### config.mk
export PLATFORM = sky130hd
export DESIGN_NAME = ex_mem_stage
export DESIGN_NICKNAME = d
export VERILOG_FILES = /design/src/rtl/pipeline_pkg.sv /design/src/rtl/ex_mem_stage_cond_check.sv /design/src/rtl/ex_mem_stage.sv
export SDC_FILE = /design/constraint.sdc
export NUM_CORES = 1
export LEC_CHECK = 0
export BUFFER_PORTS_ARGS = -buffer_cell sky130_fd_sc_hd__buf_2
export CORE_AREA = 2 2 164 166
export DETAILED_ROUTE_END_ITERATION = 6
export DIE_AREA = 0 0 166 168
export GPL_TIMING_DRIVEN = 0
export PLACE_DENSITY = 0.49
export SYNTH_ARGS = -nofsm -noshare
export SYNTH_HDL_FRONTEND = slang
export SYNTH_SLANG_ARGS = --single-unit
### constraint.sdc
create_clock -name clk -period 3.2 [get_ports clk]
set_input_delay 0.32 -clock clk [delete_from_list [all_inputs] [get_ports clk]]
set_output_delay 0.32 -clock clk [all_outputs]
set_load 0.02 [all_outputs]
### src/rtl/pipeline_pkg.sv
// Shared definitions for the LEGv8 pipeline.
// Holds the branch-type encodings driven by the decoder, the 4-bit
// condition-code constants used by B.cond (and later by conditional select),
// and the bit positions of each flag inside the packed {N,Z,C,V} register.
package pipeline_pkg;

    // Branch type carried down the pipe from decode
    localparam logic [1:0] BR_NONE = 2'b00;
    localparam logic [1:0] BR_B    = 2'b01;
    localparam logic [1:0] BR_COND = 2'b10;
    localparam logic [1:0] BR_CBZ  = 2'b11;

    // B.cond condition field encodings
    localparam logic [3:0] COND_EQ = 4'b0000;
    localparam logic [3:0] COND_NE = 4'b0001;
    localparam logic [3:0] COND_HS = 4'b0010;
    localparam logic [3:0] COND_LO = 4'b0011;
    localparam logic [3:0] COND_MI = 4'b0100;
    localparam logic [3:0] COND_PL = 4'b0101;
    localparam logic [3:0] COND_VS = 4'b0110;
    localparam logic [3:0] COND_VC = 4'b0111;
    localparam logic [3:0] COND_HI = 4'b1000;
    localparam logic [3:0] COND_LS = 4'b1001;
    localparam logic [3:0] COND_GE = 4'b1010;
    localparam logic [3:0] COND_LT = 4'b1011;
    localparam logic [3:0] COND_GT = 4'b1100;
    localparam logic [3:0] COND_LE = 4'b1101;
    localparam logic [3:0] COND_AL = 4'b1110;
    localparam logic [3:0] COND_NV = 4'b1111;

    // Bit positions within the packed {N,Z,C,V} flag vector
    localparam int NZCV_N = 3;
    localparam int NZCV_Z = 2;
    localparam int NZCV_C = 1;
    localparam int NZCV_V = 0;

endpackage

### src/rtl/ex_mem_stage_cond_check.sv
// cond_check: evaluates a 4-bit LEGv8 condition code against an NZCV vector.
// Purely combinational so it can be shared by branch resolution and by the
// conditional-select datapath.
// Ports:
//   cond  - condition field (EQ..NV)
//   nzcv  - flags packed as {N,Z,C,V}
//   true  - 1 when the condition holds
module cond_check
    import pipeline_pkg::*;
(
    input  logic [3:0] cond,
    input  logic [3:0] nzcv,
    output logic       true
);

    logic n, z, c, v;

    assign n = nzcv[NZCV_N];
    assign z = nzcv[NZCV_Z];
    assign c = nzcv[NZCV_C];
    assign v = nzcv[NZCV_V];

    // One case arm per condition; AL and NV are both unconditionally true
    // in LEGv8, so the default arm covers them.
    always_comb begin
        true = 1'b1;
        case (cond)
            COND_EQ: true = z;
            COND_NE: true = ~z;
            COND_HS: true = c;
            COND_LO: true = ~c;
            COND_MI: true = n;
            COND_PL: true = ~n;
            COND_VS: true = v;
            COND_VC: true = ~v;
            COND_HI: true = c & ~z;
            COND_LS: true = ~(c & ~z);
            COND_GE: true = (n == v);
            COND_LT: true = (n != v);
            COND_GT: true = ~z & (n == v);
            COND_LE: true = ~(~z & (n == v));
            default: true = 1'b1;
        endcase
    end

endmodule

### src/rtl/ex_mem_stage.sv
// ex_mem_stage: EX/MEM pipeline register, architectural NZCV register and
// branch resolution for the pipelined LEGv8 datapath.
// Ports:
//   clk, reset (async, active-low)
//   ex_*        - EX-stage instruction: valid, ALU result/flags, control bits,
//                 branch type/cond/target, destination and store operand
//   stall/flush - hazard controls; flush dominates stall
//   mem_*       - registered EX/MEM outputs, control bits gated by mem_valid
//   flags_nzcv  - architectural flags {N,Z,C,V}
//   br_taken    - combinational redirect request to fetch
//   br_target   - combinational branch target (pass-through)
module ex_mem_stage
    import pipeline_pkg::*;
#(
    parameter int WIDTH    = 64,
    parameter int REG_BITS = 5
) (
    input  logic                clk,
    input  logic                reset,
    input  logic                ex_valid,
    input  logic [WIDTH-1:0]    alu_result,
    input  logic                alu_negative,
    input  logic                alu_zero,
    input  logic                alu_overflow,
    input  logic                alu_carry,
    input  logic                ex_setflags,
    input  logic [1:0]          ex_br_type,
    input  logic [3:0]          ex_cond,
    input  logic [WIDTH-1:0]    ex_br_target,
    input  logic [REG_BITS-1:0] ex_rd,
    input  logic                ex_regwrite,
    input  logic                ex_memread,
    input  logic                ex_memwrite,
    input  logic [WIDTH-1:0]    ex_store_data,
    input  logic                stall,
    input  logic                flush,
    output logic                mem_valid,
    output logic [WIDTH-1:0]    mem_result,
    output logic [WIDTH-1:0]    mem_store_data,
    output logic [REG_BITS-1:0] mem_rd,
    output logic                mem_regwrite,
    output logic                mem_memread,
    output logic                mem_memwrite,
    output logic [3:0]          flags_nzcv,
    output logic                br_taken,
    output logic [WIDTH-1:0]    br_target
);

    logic accept;
    logic cc_true;
    logic cond_true;

    assign accept = ex_valid & ~stall & ~flush;

    // Pipeline register. A flush only needs to kill valid and the control
    // bits; the data fields are left holding to save enable fan-out. Control
    // bits are ANDed with ex_valid so a bubble can never write anything.
    always_ff @(posedge clk or negedge reset) begin
        if (!reset) begin
            mem_valid      <= 1'b0;
            mem_result     <= '0;
            mem_store_data <= '0;
            mem_rd         <= '0;
            mem_regwrite   <= 1'b0;
            mem_memread    <= 1'b0;
            mem_memwrite   <= 1'b0;
        end else if (flush) begin
            mem_valid      <= 1'b0;
            mem_regwrite   <= 1'b0;
            mem_memread    <= 1'b0;
            mem_memwrite   <= 1'b0;
        end else if (!stall) begin
            mem_valid      <= ex_valid;
            mem_result     <= alu_result;
            mem_store_data <= ex_store_data;
            mem_rd         <= ex_rd;
            mem_regwrite   <= ex_regwrite & ex_valid;
            mem_memread    <= ex_memread  & ex_valid;
            mem_memwrite   <= ex_memwrite & ex_valid;
        end
    end

    // Architectural flags: only an accepted flag-setting instruction may
    // write them, stored exactly in the ALU's {N,Z,C,V} order.
    always_ff @(posedge clk or negedge reset) begin
        if (!reset) begin
            flags_nzcv <= 4'b0000;
        end else if (accept && ex_setflags) begin
            flags_nzcv <= {alu_negative, alu_zero, alu_carry, alu_overflow};
        end
    end

    // Conditional branches look at the stored flags, i.e. results of older
    // instructions, never at the flags of the instruction in EX.
    cond_check u_cond_check (
        .cond (ex_cond),
        .nzcv (flags_nzcv),
        .true (cc_true)
    );

    // Branch resolution. For CBZ the ALU passes the register operand
    // through, so its zero flag tells us whether the register is zero.
    always_comb begin
        cond_true = 1'b0;
        case (ex_br_type)
            BR_B:    cond_true = 1'b1;
            BR_COND: cond_true = cc_true;
            BR_CBZ:  cond_true = alu_zero;
            default: cond_true = 1'b0;
        endcase
    end

    // Gate with reset so fetch is never redirected while the core is held.
    assign br_taken  = accept & cond_true & reset;
    assign br_target = ex_br_target;

endmodule

==> out/metrics.cfg <==
[run_status]
status=finished, final reports clean

[floorplan]
io_pins=422
die_y_um=168
coreArea_um2=26400
dieArea_um2=27900
die_w_um=166
start_util=0.224
num_rows=60

[critical_path]
r2r_start=flags_nzcv[0]$_DFFE_PN0P_
crit_path_start_kind=primary input
critPathMaxFanout=10
worstPathArrival_ns=2.19
cp.required_ns=2.88
reg2regPathDepth=1
timing.rr.end=flags_nzcv[0]$_DFFE_PN0P_
r2r_slack_ns=2.33
critPathKind=primary input to output pin
cp-end-kind=output pin

[timing]
slew_headroom=0.639
finalCritPeriodShare=0.784
finalSetupTns_ns=0
fin_worst_skew_ns=0
max_freq_ghz=0.399
rsz0062_at_grt=no
hold_viol=0
min_period_ns=2.51
timing.hold.ws_ns=0.132
slew_violations=0
setup_viol=0
tightest_slew_ns=0.541

[placed_design]
dp_hpwl_mm=13.3
numPortBuffers=354
gp_congestion=0.740
dp_cells=1097

[worst_hold_path]
hp-class=primary input to flop
hp-start=alu_result[20]
whs_path_depth=2
hold-path-endpoint=mem_result[20]$_DFFE_PN0P_

[layout]
layout_common_cells=buf_2, dfrtp_1, mux2_2, buf_4, clkbuf_16
fin_cells=1128
syn_to_final_growth_pct=48.8
final_common_cell=buf_2
nNetsFinal=992
layout-drive-gt1-share=0.770
utilization=0.334
diodes=0
n_fill_cell=2685

[synthesis]
avgSynthCellArea_um2=14.7
synthTopCellsByArea=dfrtp_1, mux2_2, buf_4, buf_2, a21oi_1
synth_top_cell_area_share=0.597
yosys_warnings=0
synth_cell_types=27
syn_inst=401
seq_area_frac_synth=0.597
synthesis.area_um2=5910
synth_nets=617
yosysTopAreaCell=dfrtp_1
synth-seq-cells=141

[route]
vias=4465
vias_per_cell=3.96
drtAntennaViolNets=0
wirelength_mm=17.0
drc=0
drt-pass1-iter-count=4
wl_per_cell_um=15.1
drt_first_iter_violations=119

[grt]
grt_first_pass_wirelength_mm=26.0
antenna_found_initial=1
grt_use_total=0.120
grt_overflow=0
grt_pass1_vias=4542
grt_start_max_net_pins=90

[cts]
cts_inserted_buffers=17
clockBufferDepth=2
clk_latency_ns=0.41
cts_resized=0
clock-sinks=141
postCtsSetupBuffers=0
clock-root-buffer=clkbuf_16
cts.clk_slew.worst_paths_ns=0.07
htree_num_levels=4
cts_tree=yes

[pwr]
p_per_area_nw_per_um2=644
leakage_uw=0.00440
vdd_drop_max_mv=0.308
power_uw=5660

[flow_run]
cap_violations=0

## logic make-up after synthesis
logic type	synth area share
AO/OA/AOI/OAI	0.0203
buffers and inverters	0.0972
multiplexers	0.261
flip-flops	0.597
XOR/XNOR	0.00297
AND/OR/NAND/NOR	0.0212
## Yosys cell counts
| master | instances |
|---|---|
| clkbuf_1 | 2 |
| a21o_2 | 1 |
| buf_2 | 15 |
| nand2_1 | 3 |
| and3_1 | 1 |
| a211oi_1 | 2 |
| o221ai_2 | 1 |
| nand3b_1 | 2 |
| o211a_1 | 1 |
| a22oi_1 | 3 |
| xor2_1 | 2 |
| or3_1 | 1 |
| buf_4 | 64 |
| nand3_1 | 2 |
| buf_6 | 1 |
| o41ai_1 | 1 |
| nor2b_1 | 1 |
| nand2b_1 | 2 |
| nor2_2 | 1 |
| nor3b_1 | 1 |
| mux2_2 | 137 |
| nor2_1 | 6 |
| o21ai_0 | 2 |
| dfrtp_1 | 141 |
| or4b_1 | 1 |
| a21oi_1 | 6 |
| and3_4 | 1 |
## flip-flops by register name (all words and copies together), names as in the netlist
signal and count:
mem_result 64, mem_memread 1, mem_rd 5, flags_nzcv 4, mem_regwrite 1, mem_memwrite 1
mem_valid 1, mem_store_data 64
## critical path, stage by stage
cell	delay, ns
clkbuf_1	0.17
nor2_2	0.46
buf_2	0.37
buf_2	0.35
nand3_1	0.12
a211oi_1	0.20
buf_2	0.20
## worst max-delay path by stage
stage | endpoint | slack [ns] | from | cells past startpoint
after CTS | br_taken | 0.52 | stall | 7
final | br_taken | 0.69 | stall | 7
after global placement | br_taken | -0.78 | reset | 4
after detailed placement | br_taken | 0.53 | stall | 7
after floorplan | br_taken | 1.03 | flags_nzcv[1]$_DFFE_PN0P_ | 5
after global routing | br_taken | 0.41 | stall | 7
## where the power goes
part / switching [µW] / internal, µW
Clock: 807 / 1380
Combinational: 730 / 561
Sequential: 132 / 2040
Total: 1670 / 3990
## final cells by class
cell class / instances / area [µm²] / share of cell area
flip-flops and latches: 141 / 3530 / 0.401
repair buffers: 356 / 1820 / 0.207
multi-input cells: 178 / 1810 / 0.205
plain buffers: 82 / 574 / 0.0653
well taps: 341 / 427 / 0.0485
clock buffers: 17 / 425 / 0.0484
clock inverters: 13 / 215 / 0.0245
## metrics by stage
stage / area (µm²) / worst slack (ns)
finish: 8790 / 0.691
CTS: 8790 / 0.524
detailed placement: 8140 / 0.534
global route: 8790 / 0.414
global placement: 8110 / -0.783
floorplan: 5910 / 1.03
## layer usage
layer	up-vias	share of wire	track usage
met4	0	0.015	0.0348
li1	2081	-	-
met3	17	0.079	0.0414
met1	2148	0.38	0.135
met5	-	0	0
met2	219	0.53	0.215
## timing repair
action,in CTS,in global routing
endpoints found under the setup margin,0,0
endpoints found under the hold margin,52,0
hold buffers,1,0
(Power assumes the default switching activity.)
